<file path="config.mk">
export PLATFORM = sky130hd
export DESIGN_NAME = hb_interp_firx2_h0
export DESIGN_NICKNAME = d
export VERILOG_FILES = /design/src/rtl/hb_fir_pkg.sv /design/src/rtl/hb_round_sat.sv /design/src/rtl/hb_interp_firx2_h0.sv
export SDC_FILE = /design/constraint.sdc
export NUM_CORES = 2
export LEC_CHECK = 0
export ABC_AREA = 1
export ABC_CLOCK_PERIOD_IN_PS = 12600
export CAP_MARGIN = 10
export CELL_PAD_IN_SITES_DETAIL_PLACEMENT = 2
export CELL_PAD_IN_SITES_GLOBAL_PLACEMENT = 2
export CORE_ASPECT_RATIO = 0.75
export CORE_UTILIZATION = 40
export DETAILED_ROUTE_END_ITERATION = 8
export PLACE_DENSITY_LB_ADDON = 0.05
export REMOVE_ABC_BUFFERS = 1
export SKIP_CTS_REPAIR_TIMING = 1
export SLEW_MARGIN = 5
export SYNTH_ARGS = -nofsm -noshare
export SYNTH_HDL_FRONTEND = slang
export SYNTH_HIERARCHICAL = 1
export SYNTH_SLANG_ARGS = --single-unit
</file>
<file path="constraint.sdc">
create_clock -name i_clock -period 12.6 [get_ports i_clock]
set_clock_uncertainty 0.2 [all_clocks]
set_input_delay 2.52 -clock i_clock [delete_from_list [all_inputs] [get_ports i_clock]]
set_output_delay 2.52 -clock i_clock [all_outputs]
set_load 0.05 [all_outputs]
</file>
<file path="src/rtl/hb_fir_pkg.sv">
// Shared constants for the 15-tap halfband prototype used by the x2
// interpolator and the x2 decimator stages.
package hb_fir_pkg;

  localparam int COEF_WIDTH   = 18;
  localparam int NUM_E0_TAPS  = 8;
  localparam int NUM_PREADD   = NUM_E0_TAPS / 2;
  localparam int ACC_WIDTH    = 54;

  // Round half-up: add 2^(RND_SHIFT-1), then drop RND_SHIFT fraction bits.
  localparam int RND_SHIFT    = 17;
  localparam int RND_HALF     = 1 << (RND_SHIFT - 1);

  // Accept cycle to first (E0) output cycle.
  localparam int PIPE_LATENCY = 7;

  // E0 polyphase branch coefficients; sum is 65535 (DC gain 131070/131072).
  localparam logic signed [COEF_WIDTH-1:0] HB_C0 = -18'sd474;
  localparam logic signed [COEF_WIDTH-1:0] HB_C1 =  18'sd3818;
  localparam logic signed [COEF_WIDTH-1:0] HB_C2 = -18'sd16819;
  localparam logic signed [COEF_WIDTH-1:0] HB_C3 =  18'sd79010;

  typedef enum logic {
    PH_E0 = 1'b0,
    PH_E1 = 1'b1
  } hb_phase_e;

  // Coefficient for preadder pair idx: (x[m-idx] + x[m-7+idx]).
  function automatic logic signed [COEF_WIDTH-1:0] hb_coef(input int idx);
    case (idx)
      0:       return HB_C0;
      1:       return HB_C1;
      2:       return HB_C2;
      3:       return HB_C3;
      default: return '0;
    endcase
  endfunction

endpackage

</file>
<file path="src/rtl/hb_round_sat.sv">
// Registered round-half-up and saturate from the accumulator width down to
// the output sample width.
module hb_round_sat
  import hb_fir_pkg::*;
#(
  parameter int WIDTH    = 16,
  parameter int IN_WIDTH = ACC_WIDTH
) (
  input  logic                       i_clock,
  input  logic                       i_reset,
  input  logic signed [IN_WIDTH-1:0] acc,
  output logic signed [WIDTH-1:0]    result
);

  // Head = output field MSB plus every bit above it; must be a pure sign
  // extension for the field to be representable.
  localparam int HEAD_W = IN_WIDTH - WIDTH - RND_SHIFT + 1;
  localparam logic signed [IN_WIDTH-1:0] BIAS    = IN_WIDTH'(RND_HALF);
  localparam logic signed [WIDTH-1:0]    SAT_MAX = {1'b0, {(WIDTH-1){1'b1}}};
  localparam logic signed [WIDTH-1:0]    SAT_MIN = {1'b1, {(WIDTH-1){1'b0}}};

  logic signed [IN_WIDTH-1:0] biased;
  logic        [HEAD_W-1:0]   head;
  logic                       unused_frac;

  assign biased      = acc + BIAS;
  assign head        = biased[IN_WIDTH-1 -: HEAD_W];
  // Fraction bits are discarded by the rounding shift.
  assign unused_frac = ^biased[RND_SHIFT-1:0];

  // Take the rounded field, or clamp to full scale when it overflows.
  always_ff @(posedge i_clock) begin
    if (i_reset) begin
      result <= '0;
    end else if ((&head) || (~|head)) begin
      result <= biased[WIDTH+RND_SHIFT-1:RND_SHIFT];
    end else if (biased[IN_WIDTH-1]) begin
      result <= SAT_MIN;
    end else begin
      result <= SAT_MAX;
    end
  end

endmodule

</file>
<file path="src/rtl/hb_interp_firx2_h0.sv">
// Complex x2 halfband interpolator. Each accepted sample yields an E0
// (filtered) output followed by an E1 (delayed centre tap) output.
// Channel index 0 carries I, index 1 carries Q.
module hb_interp_firx2_h0
  import hb_fir_pkg::*;
#(
  parameter int WIDTH = 16
) (
  input  logic                    i_clock,
  input  logic                    i_reset,
  input  logic signed [WIDTH-1:0] i_inph_data,
  input  logic signed [WIDTH-1:0] i_quad_data,
  input  logic                    i_valid,
  output logic                    o_ready,
  output logic signed [WIDTH-1:0] o_inph_data,
  output logic signed [WIDTH-1:0] o_quad_data,
  output logic                    o_valid,
  output logic                    o_phase
);

  localparam int PRE_W   = WIDTH + 1;
  localparam int PROD_W  = WIDTH + 19;
  localparam int SUM_W   = WIDTH + 20;
  localparam int VLD_LEN = PIPE_LATENCY - 1;  // TDL .. round stages
  localparam int E1_DLY  = PIPE_LATENCY - 2;  // preadd .. round stages

  logic                       accept;
  logic signed [WIDTH-1:0]    din     [2];
  logic signed [WIDTH-1:0]    tdl     [2][NUM_E0_TAPS];
  logic signed [PRE_W-1:0]    pre     [2][NUM_PREADD];
  logic signed [PROD_W-1:0]   prod    [2][NUM_PREADD];
  logic signed [SUM_W-1:0]    sum1    [2][2];
  logic signed [ACC_WIDTH-1:0] acc    [2];
  logic signed [WIDTH-1:0]    rnd     [2];
  logic signed [WIDTH-1:0]    e1_dly  [2][E1_DLY];
  logic signed [WIDTH-1:0]    e1_hold [2];
  logic                       e1_pend;
  logic [VLD_LEN-1:0]         vld_pipe;

  assign accept = i_valid && o_ready;
  assign din[0] = i_inph_data;
  assign din[1] = i_quad_data;

  // Ready drops for the single cycle after an accept.
  always_ff @(posedge i_clock) begin
    if (i_reset) begin
      o_ready <= 1'b1;
    end else begin
      o_ready <= ~accept;
    end
  end

  // Tap delay line, tdl[c][k] = x[m-k], shifted only on accept.
  always_ff @(posedge i_clock) begin
    if (i_reset) begin
      for (int c = 0; c < 2; c++)
        for (int k = 0; k < NUM_E0_TAPS; k++)
          tdl[c][k] <= '0;
    end else if (accept) begin
      for (int c = 0; c < 2; c++) begin
        tdl[c][0] <= din[c];
        for (int k = 1; k < NUM_E0_TAPS; k++)
          tdl[c][k] <= tdl[c][k-1];
      end
    end
  end

  // Symmetric preadders.
  always_ff @(posedge i_clock) begin
    if (i_reset) begin
      for (int c = 0; c < 2; c++)
        for (int j = 0; j < NUM_PREADD; j++)
          pre[c][j] <= '0;
    end else begin
      for (int c = 0; c < 2; c++)
        for (int j = 0; j < NUM_PREADD; j++)
          pre[c][j] <= PRE_W'(tdl[c][j]) + PRE_W'(tdl[c][NUM_E0_TAPS-1-j]);
    end
  end

  // Coefficient multipliers.
  always_ff @(posedge i_clock) begin
    if (i_reset) begin
      for (int c = 0; c < 2; c++)
        for (int j = 0; j < NUM_PREADD; j++)
          prod[c][j] <= '0;
    end else begin
      for (int c = 0; c < 2; c++)
        for (int j = 0; j < NUM_PREADD; j++)
          prod[c][j] <= PROD_W'(pre[c][j]) * PROD_W'(hb_coef(j));
    end
  end

  // Adder tree, first level: pairwise product sums.
  always_ff @(posedge i_clock) begin
    if (i_reset) begin
      for (int c = 0; c < 2; c++) begin
        sum1[c][0] <= '0;
        sum1[c][1] <= '0;
      end
    end else begin
      for (int c = 0; c < 2; c++) begin
        sum1[c][0] <= SUM_W'(prod[c][0]) + SUM_W'(prod[c][1]);
        sum1[c][1] <= SUM_W'(prod[c][2]) + SUM_W'(prod[c][3]);
      end
    end
  end

  // Adder tree, second level: full accumulator.
  always_ff @(posedge i_clock) begin
    if (i_reset) begin
      for (int c = 0; c < 2; c++)
        acc[c] <= '0;
    end else begin
      for (int c = 0; c < 2; c++)
        acc[c] <= ACC_WIDTH'(sum1[c][0]) + ACC_WIDTH'(sum1[c][1]);
    end
  end

  for (genvar c = 0; c < 2; c++) begin : g_rnd
    hb_round_sat #(
      .WIDTH    (WIDTH),
      .IN_WIDTH (ACC_WIDTH)
    ) u_rnd (
      .i_clock (i_clock),
      .i_reset (i_reset),
      .acc     (acc[c]),
      .result  (rnd[c])
    );
  end

  // Centre tap x[m-3] delayed to line up with the rounded E0 result.
  always_ff @(posedge i_clock) begin
    if (i_reset) begin
      for (int c = 0; c < 2; c++)
        for (int k = 0; k < E1_DLY; k++)
          e1_dly[c][k] <= '0;
    end else begin
      for (int c = 0; c < 2; c++) begin
        e1_dly[c][0] <= tdl[c][3];
        for (int k = 1; k < E1_DLY; k++)
          e1_dly[c][k] <= e1_dly[c][k-1];
      end
    end
  end

  // Sample-valid tracking through the TDL..round stages.
  always_ff @(posedge i_clock) begin
    if (i_reset) begin
      vld_pipe <= '0;
    end else begin
      vld_pipe <= {vld_pipe[VLD_LEN-2:0], accept};
    end
  end

  // Output register: E0 result, then the held E1 sample on the next cycle.
  // Accepts are at least two cycles apart, so the two never collide.
  always_ff @(posedge i_clock) begin
    if (i_reset) begin
      o_valid     <= 1'b0;
      o_phase     <= PH_E0;
      o_inph_data <= '0;
      o_quad_data <= '0;
      e1_pend     <= 1'b0;
      e1_hold[0]  <= '0;
      e1_hold[1]  <= '0;
    end else if (vld_pipe[VLD_LEN-1]) begin
      o_valid     <= 1'b1;
      o_phase     <= PH_E0;
      o_inph_data <= rnd[0];
      o_quad_data <= rnd[1];
      e1_pend     <= 1'b1;
      e1_hold[0]  <= e1_dly[0][E1_DLY-1];
      e1_hold[1]  <= e1_dly[1][E1_DLY-1];
    end else if (e1_pend) begin
      o_valid     <= 1'b1;
      o_phase     <= PH_E1;
      o_inph_data <= e1_hold[0];
      o_quad_data <= e1_hold[1];
      e1_pend     <= 1'b0;
    end else begin
      o_valid     <= 1'b0;
    end
  end

endmodule
</file>
# Word-level counts from Yosys, hierarchy flattened

Memory sizes are Yosys's and may differ from the RTL's.
Index checks and enable logic that the tools add are counted.

Add/sub/neg operators: 16
$mul: 8
Mux-type cells: 73
Bitwise operators: 51
Reduce and logical (&&, ||, !) cells: 11

Operator list:

| cell                                            | count |
|---|---|
| 2-to-1 mux 16 bit                               | 36 |
| multiplier 17 x 18 -> 35 bit                    | 8 |
| 2-to-1 mux 35 bit                               | 8 |
| adder 35 x 35 -> 36 bit                         | 4 |
| 2-to-1 mux 36 bit                               | 4 |
| adder 16 x 16 -> 17 bit                         | 8 |
| 2-to-1 mux 17 bit                               | 8 |
| adder 54 x 18 -> 54 bit (second input constant) | 2 |
| 2-to-1 mux 54 bit                               | 2 |
| adder 36 x 36 -> 37 bit                         | 2 |
| 2-to-1 mux 18 bit                               | 4 |
| OR 1 bit                                        | 50 |
| AND reduction 22 bit                            | 2 |
| OR reduction 22 bit                             | 2 |
| 2-to-1 mux 1 bit                                | 11 |
| logical NOT 1 bit                               | 2 |
| logical OR 1 bit                                | 2 |
| nonzero test 2 bit                              | 1 |
| OR reduction 2 bit                              | 1 |
| logical AND 1 bit                               | 1 |
| NOT 1 bit                                       | 1 |

Register bits: 74
RAM bits: 1116
Bits of input ports: 35
Logic and storage cells: 175
Memories kept: 7

Memory list:

| memory          | depth | bits a word | rd ports | clocked after memory_dff | wr ports | RTL line                 | RTL |
|---|---|---|---|---|---|---|---|
| prod            | 2     | 140         | 2        | 0                        | 2        | hb_interp_firx2_h0.sv:31 | `logic signed [PROD_W-1:0] prod [2][NUM_PREADD];` |
| tdl             | 2     | 128         | 2        | 0                        | 2        | hb_interp_firx2_h0.sv:29 | `logic signed [WIDTH-1:0] tdl [2][NUM_E0_TAPS];` |
| e1_dly          | 2     | 80          | 2        | 0                        | 2        | hb_interp_firx2_h0.sv:35 | `logic signed [WIDTH-1:0] e1_dly [2][E1_DLY];` |
| sum1            | 2     | 72          | 2        | 0                        | 2        | hb_interp_firx2_h0.sv:32 | `logic signed [SUM_W-1:0] sum1 [2][2];` |
| pre             | 2     | 68          | 2        | 0                        | 2        | hb_interp_firx2_h0.sv:30 | `logic signed [PRE_W-1:0] pre [2][NUM_PREADD];` |
| acc             | 2     | 54          | 2        | 0                        | 2        | hb_interp_firx2_h0.sv:33 | `logic signed [ACC_WIDTH-1:0] acc [2];` |
| 1 more memories | n/a   | n/a         | n/a      | n/a                      | n/a      | n/a                      |  |

# Longest topological paths before layout

An unclocked memory read counts as a cell.

Depth in word-level cells: 6
Depth in mapped cells: 25
Mapped depth without buffers: 25

# Hierarchy

Netlist, hierarchy kept.

By module, submodules not included:

| module                        | times used | cells each | area an instance (sq um) | sequential area each (sq um) |
|---|---|---|---|---|
| hb_interp_firx2_h0            | 1          | 12697      | 98460.7                  | 25224.2 |
| hb_round_sat (g_rnd[1].u_rnd) | 1          | 349        | 2010.7                   | 320.3 |
| hb_round_sat (g_rnd[0].u_rnd) | 1          | 342        | 1968.1                   | 320.3 |

# Least setup slack after synthesis

Ideal clock, no wire load.

Kind: in2reg
Start: in i_reset
End: mem tdl[0][0] (netlist name), enable pin
Setup time: 1.959 ns
Arrival time: 7.474 ns
Data required time: 10.441 ns
Path slack: 2.967 ns
Stages on the path: 5
Path buffers: 3
Cells stage by stage: buf_2 > inv_2 > clkbuf_1 > clkbuf_1 > nand2_1

RTL lines:

| what            | RTL line                 | RTL |
|---|---|---|
| start, declared | hb_interp_firx2_h0.sv:10 | `input logic i_reset,` |
| end, declared   | hb_interp_firx2_h0.sv:29 |  |

==> results.txt <==
fin cells -> 16900
share of layout cells above drive strength 1 -> 3.94%
clock sink count -> 1112
max_cap viols -> 0
Final period util -> 53.1%
Synth warnings -> 6
H-Tree Depth -> 4
r2r worst-path depth -> 20
Rel. slew slack -> 6.21%
DRC viols -> 0
status -> complete, no violations
detailed-route via count -> 88900
Hold Path Stages -> 2
worst setup path start -> pre[1][55]
first-pass GRT wire length -> 617 mm
Slew @ Worst Pin -> 1.41 ns
Iter 0 DRT Violations -> 4760
global route overflow -> 0
Critical Path Max Stage Delay -> 0.80 ns
DRT Pass-1 Iters -> 5
chip height -> 438 microns
DR vias/cell -> 5.27
placed cells -> 16600
post-detail-place hpwl -> 347 mm
# IOs -> 70
Crit-path slowest cell -> dfxtp_1
clock-pin slew on the worst setup and hold paths -> 0.07 ns
Mapped Area -> 101000 sq um
FF-to-FF Start -> pre[1][55]
fin nets -> 15500
Final ANT Viol Nets -> 0
Core Region -> 251000 sq um
final hold slack -> 0.185 ns
CP Cell Sequence -> inv_1 -> fa_1 -> fa_1 -> inv_1 -> fa_1 -> fa_1 -> fa_1 -> inv_1 -> fa_1 -> inv_1 -> ha_1 -> nand2_1 -> o21ai_0 -> inv_1 -> nand2_1 -> a21oi_1 -> nand2_1 -> nand2_1 -> nand2_1 -> nor2_1
global placement routability congestion -> 0.933
clk buf depth -> 4
Worst Setup End Kind -> flop
critical path type -> flop to flop
Syn Area/Cell -> 7.63 sq um
Die Area -> 255000 sq um
arrival time worst endpoint -> 7.15 ns
Tmin final -> 6.70 ns
CTS Buf Count -> 140
RSZ-0062 raised after global routing -> false
Worst Hold Class -> flop to flop
Detailed Route WL -> 409 mm
antenna violations before repair -> 42
Final Hold Fails -> 0
largest net degree at the start of global routing -> 155
Clock Latency Late Sink -> 0.86 ns
cells after synthesis -> 13300
Req. time, crit path -> 13.06 ns
Port Buffers -> 69
Initial Utilization -> 40.4%
row count -> 159
final setup fails -> 0
area delta synth->final -> 8.96%
f_max -> 149 MHz
routed len/inst -> 24.2 microns
Tot GR Track Use -> 31.8%
die width -> 583 microns
peak fanout along the critical path -> 5
Slew Limit Fails -> 0
clk root buf -> clkbuf_16
hold path start -> e1_dly[1][23]
CP dominant cell by count -> fa_1
CTS tree -> built
crit path launch type -> flop
vias in the first global route -> 98100
==> per-layer routing <==
layer  wire, microns  GRT usage [%]
met1          196000           45.0
met4           10600           7.80
met2          180000           50.5
met3           21400           5.32
met5              69              0
==> sequential cells by signal (all words and copies together), names as in the netlist, 32 cells and up <==
name / count
acc: 42
tdl: 256
e1_dly: 160
g_rnd.u_rnd/result: 32
sum1: 140
pre: 136
prod: 272
e1_hold: 32
==> metrics by stage <==
| step | util, % | setup slack (ns) | cell area, sq um | TNS, ns |
|---|---|---|---|---|
| 2_1_floorplan | - | -2.03 | 101000 | -520.78 |
| 3_3_place_gp | 42.2 | 6.13 | 106000 | 0 |
| 3_5_place_dp | 42.2 | 6.07 | 106000 | 0 |
| 4_1_cts | 44.0 | 6.06 | 110000 | 0 |
| 5_1_grt | 44.0 | 5.66 | 110000 | 0 |
| 6_report | 44.0 | 5.90 | 110000 | 0 |
==> cell type report <==
cell class	count	area, sq um
diodes	18	45.0
clock buffers	190	4030
clock inverters	47	498
fillers	29100	141000
inverters	2828	10600
multi-input cells	9195	65000
flip-flops and latches	1112	25100
well taps	3381	4230
repair buffers	89	883
==> cell usage in the layout (no fill, tap or decap), types with 19 or more instances in the layout <==
master and n:
xnor2_1 25, nor2_2 55, clkbuf_1 24, nand3b_1 44, xor2_1 25, nor4_1 23
o21ai_0 405, clkdlybuf4s50_1 68, inv_1 2805, ha_1 1305, a21o_1 43, fa_1 835
a21oi_2 29, edfxtp_1 288, inv_2 20, nand2_1 2550, o21a_1 81, nand3_1 499
nand2_2 83, o21ai_1 29, clkbuf_16 147, nand4_1 99, o21bai_1 87, clkbuf_8 19
nor3_1 117, dfxtp_1 820, a21oi_1 926, nor2_1 1749
==> critical path, delay by kind of cell (launching register included) <==
kind	cells	cell delay, ns
buffers and inverters	5	0.50
AOI/OAI and AO/OA	2	0.68
adders and majority gates	7	3.75
and+or+nand+nor	6	0.54
DFF	1	0.80
==> final timing paths <==
path | endpoint | slack [ns]
max reg2reg | prod[1][138] | 5.90
max | prod[1][138] | 5.90
min | e1_dly[1][7] | 0.19
min reg2reg | e1_dly[1][7] | 0.19
Power is left out: the tool's default activity adds up to more than one toggle a clock period on the data nets, which glitch-free logic cannot reach.
